<file path="config.mk">
export PLATFORM = sky130hd
export DESIGN_NAME = rx_frame_sync
export DESIGN_NICKNAME = d
export VERILOG_FILES = /design/src/rtl/psk_frame_pkg.sv /design/src/rtl/sync_correlator.sv /design/src/rtl/rx_frame_sync.sv
export SDC_FILE = /design/constraint.sdc
export NUM_CORES = 1
export LEC_CHECK = 0
export CORE_ASPECT_RATIO = 1.25
export CORE_MARGIN = 1
export CORE_UTILIZATION = 45
export CTS_BUF_LIST = sky130_fd_sc_hd__clkbuf_8
export CTS_CLUSTER_DIAMETER = 30
export DETAILED_ROUTE_END_ITERATION = 7
export PLACE_DENSITY = 0.64
export RECOVER_POWER = 25
export SLEW_MARGIN = 20
export SYNTH_ARGS = -nofsm -noshare
export SYNTH_HDL_FRONTEND = slang
export SYNTH_HIERARCHICAL = 1
export SYNTH_SLANG_ARGS = --single-unit
export TNS_END_PERCENT = 5
</file>
<file path="constraint.sdc">
create_clock -name clk_1M024 -period 6.56 [get_ports clk_1M024]
set_input_delay 0.656 -clock clk_1M024 [delete_from_list [all_inputs] [get_ports clk_1M024]]
set_output_delay 0.656 -clock clk_1M024 [all_outputs]
set_load 0.02 [all_outputs]
</file>
<file path="src/rtl/psk_frame_pkg.sv">
// Constants and types shared by the PSK Rx frame synchroniser and the Tx framer.
package psk_frame_pkg;

  localparam int unsigned SYNC_LEN_DEF      = 16;
  localparam logic [15:0] SYNC_WORD_DEF     = 16'hEB90;
  localparam int unsigned PAYLOAD_BYTES_DEF = 32;

  typedef enum logic {
    StHunt,
    StPayload
  } frame_state_e;

endpackage

</file>
<file path="src/rtl/sync_correlator.sv">
// Combinational Hamming distance of a candidate window against the sync word,
// in both polarities.
module sync_correlator
  import psk_frame_pkg::*;
#(
  parameter int unsigned         SYNC_LEN  = SYNC_LEN_DEF,
  parameter logic [SYNC_LEN-1:0] SYNC_WORD = SYNC_WORD_DEF,
  localparam int unsigned        DW        = $clog2(SYNC_LEN + 1)
) (
  input  logic [SYNC_LEN-1:0] sr_next,
  output logic [DW-1:0]       d0,
  output logic [DW-1:0]       d1
);

  logic [SYNC_LEN-1:0] diff;

  assign diff = sr_next ^ SYNC_WORD;

  // Popcount of the mismatch vector; the complemented distance follows directly.
  always_comb begin
    d0 = '0;
    for (int unsigned i = 0; i < SYNC_LEN; i++) begin
      d0 = d0 + DW'(diff[i]);
    end
    d1 = DW'(SYNC_LEN) - d0;
  end

endmodule

</file>
<file path="src/rtl/rx_frame_sync.sv">
// Receive frame synchroniser: hunts for the sync word (either polarity), then
// packs the fixed-length payload MSB-first into one-cycle byte strobes.
module rx_frame_sync
  import psk_frame_pkg::*;
#(
  parameter int unsigned         SYNC_LEN      = SYNC_LEN_DEF,
  parameter logic [SYNC_LEN-1:0] SYNC_WORD     = SYNC_WORD_DEF,
  parameter int unsigned         PAYLOAD_BYTES = PAYLOAD_BYTES_DEF,
  parameter int unsigned         MAX_ERR       = 1
) (
  input  logic       clk_1M024,
  input  logic       rst_n_1M024,
  input  logic       bit_in,
  input  logic       bit_vld,
  input  logic       sig_det,
  output logic [7:0] data_tdata,
  output logic       data_tvalid,
  output logic       data_tuser,
  output logic       data_tlast,
  output logic       locked,
  output logic       inverted,
  output logic       frame_abort
);

  localparam int unsigned DW = $clog2(SYNC_LEN + 1);
  localparam logic [DW-1:0] MaxErrW   = DW'(MAX_ERR);
  localparam logic [DW-1:0] FillFull  = DW'(SYNC_LEN);
  localparam logic [DW-1:0] FillLast  = DW'(SYNC_LEN - 1);
  localparam logic [7:0]    LastByte  = 8'(PAYLOAD_BYTES - 1);

  frame_state_e        state_q, state_d;
  logic [SYNC_LEN-1:0] sr_q, sr_d, sr_next;
  logic [DW-1:0]       fill_q, fill_d;
  logic [2:0]          bit_cnt_q, bit_cnt_d;
  logic [7:0]          byte_cnt_q, byte_cnt_d;
  logic [7:0]          asm_q, asm_d, asm_next;
  logic                inv_q, inv_d;
  logic [7:0]          tdata_q, tdata_d;
  logic                tvalid_q, tvalid_d;
  logic                tuser_q, tuser_d;
  logic                tlast_q, tlast_d;
  logic                abort_q, abort_d;
  logic [DW-1:0]       d0, d1;

  assign sr_next  = {sr_q[SYNC_LEN-2:0], bit_in};
  assign asm_next = {asm_q[6:0], bit_in ^ inv_q};

  sync_correlator #(
    .SYNC_LEN  (SYNC_LEN),
    .SYNC_WORD (SYNC_WORD)
  ) u_corr (
    .sr_next (sr_next),
    .d0      (d0),
    .d1      (d1)
  );

  // Next-state and output decode for the HUNT/PAYLOAD machine.
  always_comb begin
    state_d    = state_q;
    sr_d       = sr_q;
    fill_d     = fill_q;
    bit_cnt_d  = bit_cnt_q;
    byte_cnt_d = byte_cnt_q;
    asm_d      = asm_q;
    inv_d      = inv_q;
    tdata_d    = tdata_q;
    tvalid_d   = 1'b0;
    tuser_d    = 1'b0;
    tlast_d    = 1'b0;
    abort_d    = 1'b0;

    unique case (state_q)
      StHunt: begin
        if (!sig_det) begin
          fill_d = '0;
        end else if (bit_vld) begin
          sr_d = sr_next;
          if (fill_q != FillFull) fill_d = fill_q + DW'(1);
          // A match needs a full window of bits received since entering HUNT.
          if (fill_q >= FillLast) begin
            if (d0 <= MaxErrW) begin
              state_d    = StPayload;
              inv_d      = 1'b0;
              bit_cnt_d  = '0;
              byte_cnt_d = '0;
            end else if (d1 <= MaxErrW) begin
              state_d    = StPayload;
              inv_d      = 1'b1;
              bit_cnt_d  = '0;
              byte_cnt_d = '0;
            end
          end
        end
      end

      StPayload: begin
        if (!sig_det) begin
          // Carrier lost: drop the partial byte and the rest of the frame.
          state_d    = StHunt;
          abort_d    = 1'b1;
          fill_d     = '0;
          bit_cnt_d  = '0;
          byte_cnt_d = '0;
        end else if (bit_vld) begin
          asm_d     = asm_next;
          bit_cnt_d = bit_cnt_q + 3'd1;
          if (bit_cnt_q == 3'd7) begin
            tvalid_d = 1'b1;
            tdata_d  = asm_next;
            tuser_d  = (byte_cnt_q == 8'd0);
            tlast_d  = (byte_cnt_q == LastByte);
            if (byte_cnt_q == LastByte) begin
              state_d    = StHunt;
              fill_d     = '0;
              byte_cnt_d = '0;
            end else begin
              byte_cnt_d = byte_cnt_q + 8'd1;
            end
          end
        end
      end
    endcase
  end

  // FSM state register.
  always_ff @(posedge clk_1M024 or negedge rst_n_1M024) begin
    if (!rst_n_1M024) begin
      state_q <= StHunt;
    end else begin
      state_q <= state_d;
    end
  end

  // Datapath, counters and registered outputs.
  always_ff @(posedge clk_1M024 or negedge rst_n_1M024) begin
    if (!rst_n_1M024) begin
      sr_q       <= '0;
      fill_q     <= '0;
      bit_cnt_q  <= '0;
      byte_cnt_q <= '0;
      asm_q      <= '0;
      inv_q      <= 1'b0;
      tdata_q    <= '0;
      tvalid_q   <= 1'b0;
      tuser_q    <= 1'b0;
      tlast_q    <= 1'b0;
      abort_q    <= 1'b0;
    end else begin
      sr_q       <= sr_d;
      fill_q     <= fill_d;
      bit_cnt_q  <= bit_cnt_d;
      byte_cnt_q <= byte_cnt_d;
      asm_q      <= asm_d;
      inv_q      <= inv_d;
      tdata_q    <= tdata_d;
      tvalid_q   <= tvalid_d;
      tuser_q    <= tuser_d;
      tlast_q    <= tlast_d;
      abort_q    <= abort_d;
    end
  end

  assign data_tdata  = tdata_q;
  assign data_tvalid = tvalid_q;
  assign data_tuser  = tuser_q;
  assign data_tlast  = tlast_q;
  assign locked      = (state_q == StPayload);
  assign inverted    = inv_q;
  assign frame_abort = abort_q;

endmodule

</file>
### Word level (Yosys, flattened, before mapping)

Index checks and enable logic that the tools add are counted.

| storage, ports and cells | value |
|---|---|
| bits in registers | 52 |
| bits in latches | 0 |
| bits in writable memories | 0 |
| memory bits (read-only) | 0 |
| output and inout bits | 14 |
| logic and storage cells | 110 |
| memories kept | 0 |

| cells by class | value |
|---|---|
| add/subtract/negate cells | 19 |
| $mul | 0 |
| div/mod/pow operators | 0 |
| order comparisons | 3 |
| equal/unequal tests | 12 |
| shift operators | 0 |
| multiplexer cells | 52 |
| bitwise logic cells | 3 |
| reductions and logical operators | 9 |

Operators by type and width:

| cell | number |
|---|---|
| 8-bit two-way mux | 9 |
| 5-bit by 1-bit adder with 5-bit output | 13 |
| 5-bit two-way mux | 7 |
| 1-bit two-way mux | 25 |
| 3-bit two-way mux | 7 |
| 8-bit one-hot mux with 2 select lines | 1 |
| 5-bit AND reduction | 3 |
| 3-bit != test, second input constant | 4 |
| 5-bit by 1-bit <= comparator with 1-bit output, second input constant | 2 |
| 5-bit one-hot mux with 2 select lines | 1 |
| 8-bit by 1-bit adder with 8-bit output, second input constant | 1 |
| 8-bit by 5-bit == test with 1-bit output, second input constant | 1 |
| 8-bit zero test | 1 |
| 8-bit NOT | 1 |
| 2-bit != test, second input constant | 3 |
| 3-bit by 2-bit != test with 1-bit output, second input constant | 2 |
| 3-bit one-hot mux with 2 select lines | 1 |
| 3-bit AND reduction | 2 |
| 6-bit AND reduction | 1 |
| 5-bit by 1-bit adder with 5-bit output, second input constant | 1 |
| 5-bit by 4-bit greater-or-equal comparator with 1-bit output, second input constant | 1 |
| 5-bit != test, second input constant | 1 |
| 5-bit subtractor, first input constant | 1 |
| 4-bit AND reduction | 1 |
| other kinds (8) | 8 |

### Depth between registers and ports, before layout

Gate-level depths: netlist of the first run.

| depth | value |
|---|---|
| depth after elaboration | 23 |
| depth in mapped cells | 18 |

### By module

Netlist of the first run, hierarchy kept.

By module, submodules not included:

| module | instances | cells each | area each (sq um) | seq. area each (sq um) |
|---|---|---|---|---|
| rx_frame_sync | 1 | 212 | 2377.3 | 1301.2 |
| sync_correlator | 1 | 60 | 551.8 | 0.0 |

### Worst setup path before layout of the first run

No wires, ideal clock.

| timing path | value |
|---|---|
| path type | input port to flip-flop |
| from | input port bit_in |
| to | register byte_cnt_q[6] |
| data arrival time | 5.366 ns |
| required time | 6.438 ns |
| setup slack | 1.072 ns |
| stages on the path | 18 |
| path buffers | 0 |
| cells stage by stage | fa_1 > ha_1 > inv_1 > fa_1 > inv_1 > fa_1 > fa_1 > inv_1 > fa_1 > fa_1 > ha_1 > nand3b_1 > mux2i_1 > xor2_1 > nor4_2 > o221ai_2 > or3b_1 > a32o_1 |

| on the way | value |
|---|---|
| elaborated cells between the ends (all ways) | 25 |

RTL lines:

| element | RTL line | source |
|---|---|---|
| from (decl) | rx_frame_sync.sv:13 | `input logic bit_in,` |
| 1-bit by 1-bit adder with 2-bit output | sync_correlator.sv:23 | `d0 = d0 + DW'(diff[i]);` |
| 2-bit by 1-bit adder with 3-bit output | sync_correlator.sv:23 |  |
| 5-bit by 1-bit adder with 5-bit output (13 in a row) | sync_correlator.sv:23 |  |
| 5-bit subtractor | sync_correlator.sv:25 | `d1 = DW'(SYNC_LEN) - d0;` |
| via d1[4] | rx_frame_sync.sv:43 | `logic [DW-1:0] d0, d1;` |
| 5-bit by 1-bit <= comparator with 1-bit output | rx_frame_sync.sv:86 | `end else if (d1 <= MaxErrW) begin` |
| 3-bit != test (no line) | n/a |  |
| 6-bit AND reduction (no line) | n/a |  |
| to (signal assigned) | rx_frame_sync.sv:152 | `byte_cnt_q <= byte_cnt_d;` |
| to (decl) | rx_frame_sync.sv:35 | `logic [7:0] byte_cnt_q, byte_cnt_d;` |

The timed path passes the listed nets, and every way through them passes these cells. The select of a mux whose other input is x is not followed.
A chain may end at the register's enable or synchronous reset.

### Worst setup path in the final report of the first run

Same ends and word-level chain as after synthesis.

==> impl_metrics.ini, run 1 <==
[sta]
min_period_ns = 5.831
finalMaxSlewViolations = 53
worst_pin_slew_ns = 2.780
slew_headroom_pct = -85.32
rsz0062_at_grt = no
max_freq_mhz = 171.5
hold_violations = 0
finalCritPeriodShare_pct = 88.88
setup_viol = 0
fin_worst_skew_ns = 0.003303
setup_tns_ns = 0

[setup_path]
critPathCaptureType = flop
critPathLaunchType = primary input
worst-path-max-fanout = 6
crit_arrival_ns = 6.03
critPathKind = primary input to flop
cp_data_required_time_ns = 6.76

[floorplanning]
dieArea_mm2 = 0.006812
ios = 19
die_h_um = 92.03
core_area_mm2 = 0.006206
initial_core_util_pct = 47.02
fp-row-count = 32
die_x_um = 74.02

[yosys]
syn_area_mm2 = 0.002918
yosysWarnings = 6
postSynthCellCount = 270
syn_nets = 303
syn_avg_cell_area_um2 = 10.81

[clocking]
clock-sinks = 52
cts_made_buffers = 5
root_buffer = clkbuf_8
insertion_delay_ns = 0.30
cts_tree = built
cts_resized = 0
hold_buffers = 0
htreeDepth = 2
cts_buffer_depth = 2
postCtsSetupRepairBufs = 0
clkTransAtPathRegs_ns = 0.09

[status]
violations = max-capacitance violations, max-slew violations
status = finished with violations

[placement]
globalplace.congestion = 0.8000
hpwl_um = 3645
io_buffers = 18

[route]
drt_wl_total_um = 5118
dr.pass1.iters = 4
via_per_inst = 5.181
post_drt_wl_per_cell_um = 13.61
antenna_left = 0
drtIter0Drc = 130
drc = 0
vias = 1948

[grt]
grtUsageTotal_pct = 16.93
grt_pass1_vias = 1910
grt.overflow.total = 0
antenna_found_initial = 0
grt_max_degree = 53
grt_pass1_wl_um = 8804

[final_layout]
drive_gt1_share_pct = 13.75
final_common_cell = dfrtp_1
seq_area_mm2 = 0.001301
multiInputGateArea_mm2 = 0.001465
most-common-layout-cells = dfrtp_1 (52), nand2_1 (35), inv_1 (33)
area_growth_pct = 12.65
antenna_cells = 0
fillers = 568
fin_nets = 323

[run]
cap_violations = 1

[hold_path]
min_path_type = flop to flop
[worst max-delay path, cell delays in order]
cell,delay (ns)
clkdlybuf4s50_1,0.47
fa_1,0.49
ha_1,0.28
inv_1,0.05
fa_1,0.49
inv_1,0.05
fa_1,0.47
fa_1,0.51
inv_1,0.05
fa_1,0.41
fa_1,0.54
ha_1,0.21
nand3b_1,0.09
mux2i_1,0.16
xor2_1,0.10
nor4_2,0.18
o221ai_2,0.19
or3b_1,0.39
a32o_1,0.25
[sequential cells by signal, summed over array words and instances, names as in the netlist]
name,flops
data_tvalid,1
bit_cnt_q,3
data_tlast,1
fill_q,5
sr_q,15
inverted,1
frame_abort,1
byte_cnt_q,8
locked,1
data_tuser,1
asm_q,7
data_tdata,8
[final cells by class]
cell class	count	share of cell area [%]
flip-flops and latches	52	39.59
repair buffers	19	5.443
clock buffers	5	2.094
clock inverters	3	1.294
inverters	33	3.769
well taps	85	3.236
multi-input cells	179	44.58
[path summary, 6_finish.rpt]
kind                              from             to  slack [ns]  depth (start not counted)
hold / removal                asm_q[6]  data_tdata[7]        0.48                          2
setup / recovery                bit_in  byte_cnt_q[6]        0.73                         19
hold reg to reg               asm_q[6]  data_tdata[7]        0.48                          2
max in group asynchronous  rst_n_1M024  byte_cnt_q[2]        3.67                          2
min in group asynchronous  rst_n_1M024      fill_q[2]        1.33                          2
setup reg to reg               sr_q[0]  byte_cnt_q[6]        1.18                         18
[layer usage]
layer | global-route usage [%] | vias to the layer above | share of wire, %
li1 | - | 957 | -
met1 | 22.00 | 959 | 47
met2 | 28.03 | 26 | 48
met3 | 3.077 | 6 | 3.1
met4 | 5.609 | 0 | 1.4
met5 | 0 | - | 0
[metrics by stage]
step	hold WS [ns]	setup slack (ns)	cells	cell area (µm²)	utilization [%]
global placement	0.4532	0.4450	368	3179	51.23
finish	0.4776	0.7294	376	3287	52.96
detailed placement	0.4619	0.3731	368	3179	51.23
global route	0.5159	0.3866	376	3287	52.96
CTS	0.4829	0.7017	376	3291	53.02
floorplan	0.3604	1.072	270	2918	-
Power of run 1 is not shown: default switching activity piles up to over one toggle a cycle in this logic, so the estimate is an artifact.
==> run 2, diff against run 1 <==
Clock period 6.56 ns to 6.4 ns, I/O delays scaled along.
==> run 2 against run 1 <==
Clock-buffer cell count unchanged; global-route usage down 0.30 points; via count down 0.41%; register-to-register slack worse by 0.15 ns; the flow still finishes with violations (max-capacitance violations, max-slew violations); critical path depth unchanged; critical path type unchanged; first-iteration DRC count down 8.5%; flip-flop and latch count unchanged.
==> impl_metrics.ini, run 2 (synthesis gave the netlist of run 1 again) <==
[final_layout]
regMostFlops = sr_q
final_common_cell = dfrtp_1
antenna_cells = 0
fin_nets = 323
most-common-layout-cells = dfrtp_1 (52), nand2_1 (35), inv_1 (33)
area_growth_pct = 12.09
largest_reg_flops = 15
drive_gt1_share_pct = 13.75

[floorplanning]
ios = 19
initial_core_util_pct = 47.02
die_h_um = 92.03
fp-row-count = 32
dieArea_mm2 = 0.006812
core_area_mm2 = 0.006206
die_x_um = 74.02

[hold_path]
min_path_type = flop to flop
holdPathStages = 2
min_to = data_tdata[7]
min_from = asm_q[6]

[sta]
fin_worst_skew_ns = 0.008851
max_freq_mhz = 172.1
finalCritPeriodShare_pct = 90.80
rsz0062_at_grt = no
worst_pin_slew_ns = 2.785
min_period_ns = 5.811
setup_viol = 0
hold_violations = 0
fin_hold_ws_ns = 0.4784
finalMaxSlewViolations = 53
slew_headroom_pct = -85.69
setup_tns_ns = 0

[clocking]
postCtsSetupRepairBufs = 0
insertion_delay_ns = 0.30
clock-sinks = 52
cts_buffer_depth = 2
clkTransAtPathRegs_ns = 0.10
cts_made_buffers = 5
root_buffer = clkbuf_8
hold_buffers = 0
cts_tree = built
htreeDepth = 2
cts_resized = 0

[placement]
globalplace.congestion = 0.8000
io_buffers = 18
hpwl_um = 3644

[setup_path]
worst-path-max-fanout = 6
crit_arrival_ns = 6.01
critPathKind = primary input to flop
reg2reg_depth = 18
critPathLaunchType = primary input
r2r_slack_ns = 1.03
r2r-start = sr_q[0]
critPathCaptureType = flop
cp_data_required_time_ns = 6.60
r2r-end = byte_cnt_q[6]

[route]
post_drt_wl_per_cell_um = 13.53
antenna_left = 0
dr.pass1.iters = 4
drtIter0Drc = 119
drc = 0
via_per_inst = 5.160
drt_wl_total_um = 5086
vias = 1940

[grt]
antenna_found_initial = 0
grt_pass1_wl_um = 8687
grt_pass1_vias = 1960
grt_max_degree = 53
grt.overflow.total = 0
grtUsageTotal_pct = 16.62

[status]
status = finished with violations
violations = max-capacitance violations, max-slew violations

[run]
cap_violations = 1
## run 2: changes by cell type in the layout (fill, tap and decap cells not counted)
cell,delta
clkinv_4,+2
bufinv_16,-1
clkinv_2,-1
clkinvlp_4,-1
inv_6,+1
## run 2: how the worst max path moves through the flow
stage | start | end | slack (ns) | cells after the start
floorplan | bit_in | byte_cnt_q[6] | 0.93 | 18
global placement | bit_in | byte_cnt_q[6] | 0.30 | 19
detailed placement | bit_in | byte_cnt_q[6] | 0.22 | 19
CTS | bit_in | byte_cnt_q[6] | 0.55 | 19
global route | bit_in | byte_cnt_q[2] | 0.23 | 19
finish | bit_in | byte_cnt_q[6] | 0.59 | 19
## run 2: area by class of cell
class | instances | area (µm²)
clock buffers | 5 | 68.82
flip-flops and latches | 52 | 1301
fillers | 560 | 2935
repair buffers | 19 | 178.9
clock inverters | 3 | 26.28
multi-input cells | 179 | 1465
inverters | 33 | 123.9
well taps | 85 | 106.4
## run 2: critical path, stage by stage
cell and delay [ns]:
clkdlybuf4s50_1 0.47, fa_1 0.50, ha_1 0.28, inv_1 0.05, fa_1 0.49, inv_1 0.05
fa_1 0.47, fa_1 0.51, inv_1 0.05, fa_1 0.41, fa_1 0.54, ha_1 0.21
nand3b_1 0.09, mux2i_1 0.16, xor2_1 0.10, nor4_2 0.18, o221ai_2 0.19, or3b_1 0.39
a32o_1 0.25
## run 2: per-layer routing
layer	vias to the layer above	track usage [%]	share of wire (%)	routed length, µm
li1	963	-	-	-
met1	938	20.54	47	2398
met3	6	2.747	2.8	141
met5	-	0	0	0
met2	33	29.02	49	2482
met4	0	5.128	1.2	63
## run 2: per-stage QoR
stage          utilization [%]  area [µm²]  std cells  setup slack (ns)
4_1_cts                  52.76        3274        376            0.5537
5_1_grt                  52.70        3271        376            0.2311
2_1_floorplan                -        2918        270            0.9281
6_report                 52.70        3271        376            0.5886
3_3_place_gp             51.23        3179        368            0.3010
3_5_place_dp             51.23        3179        368            0.2190
Power of run 2 is left out for the same reason.
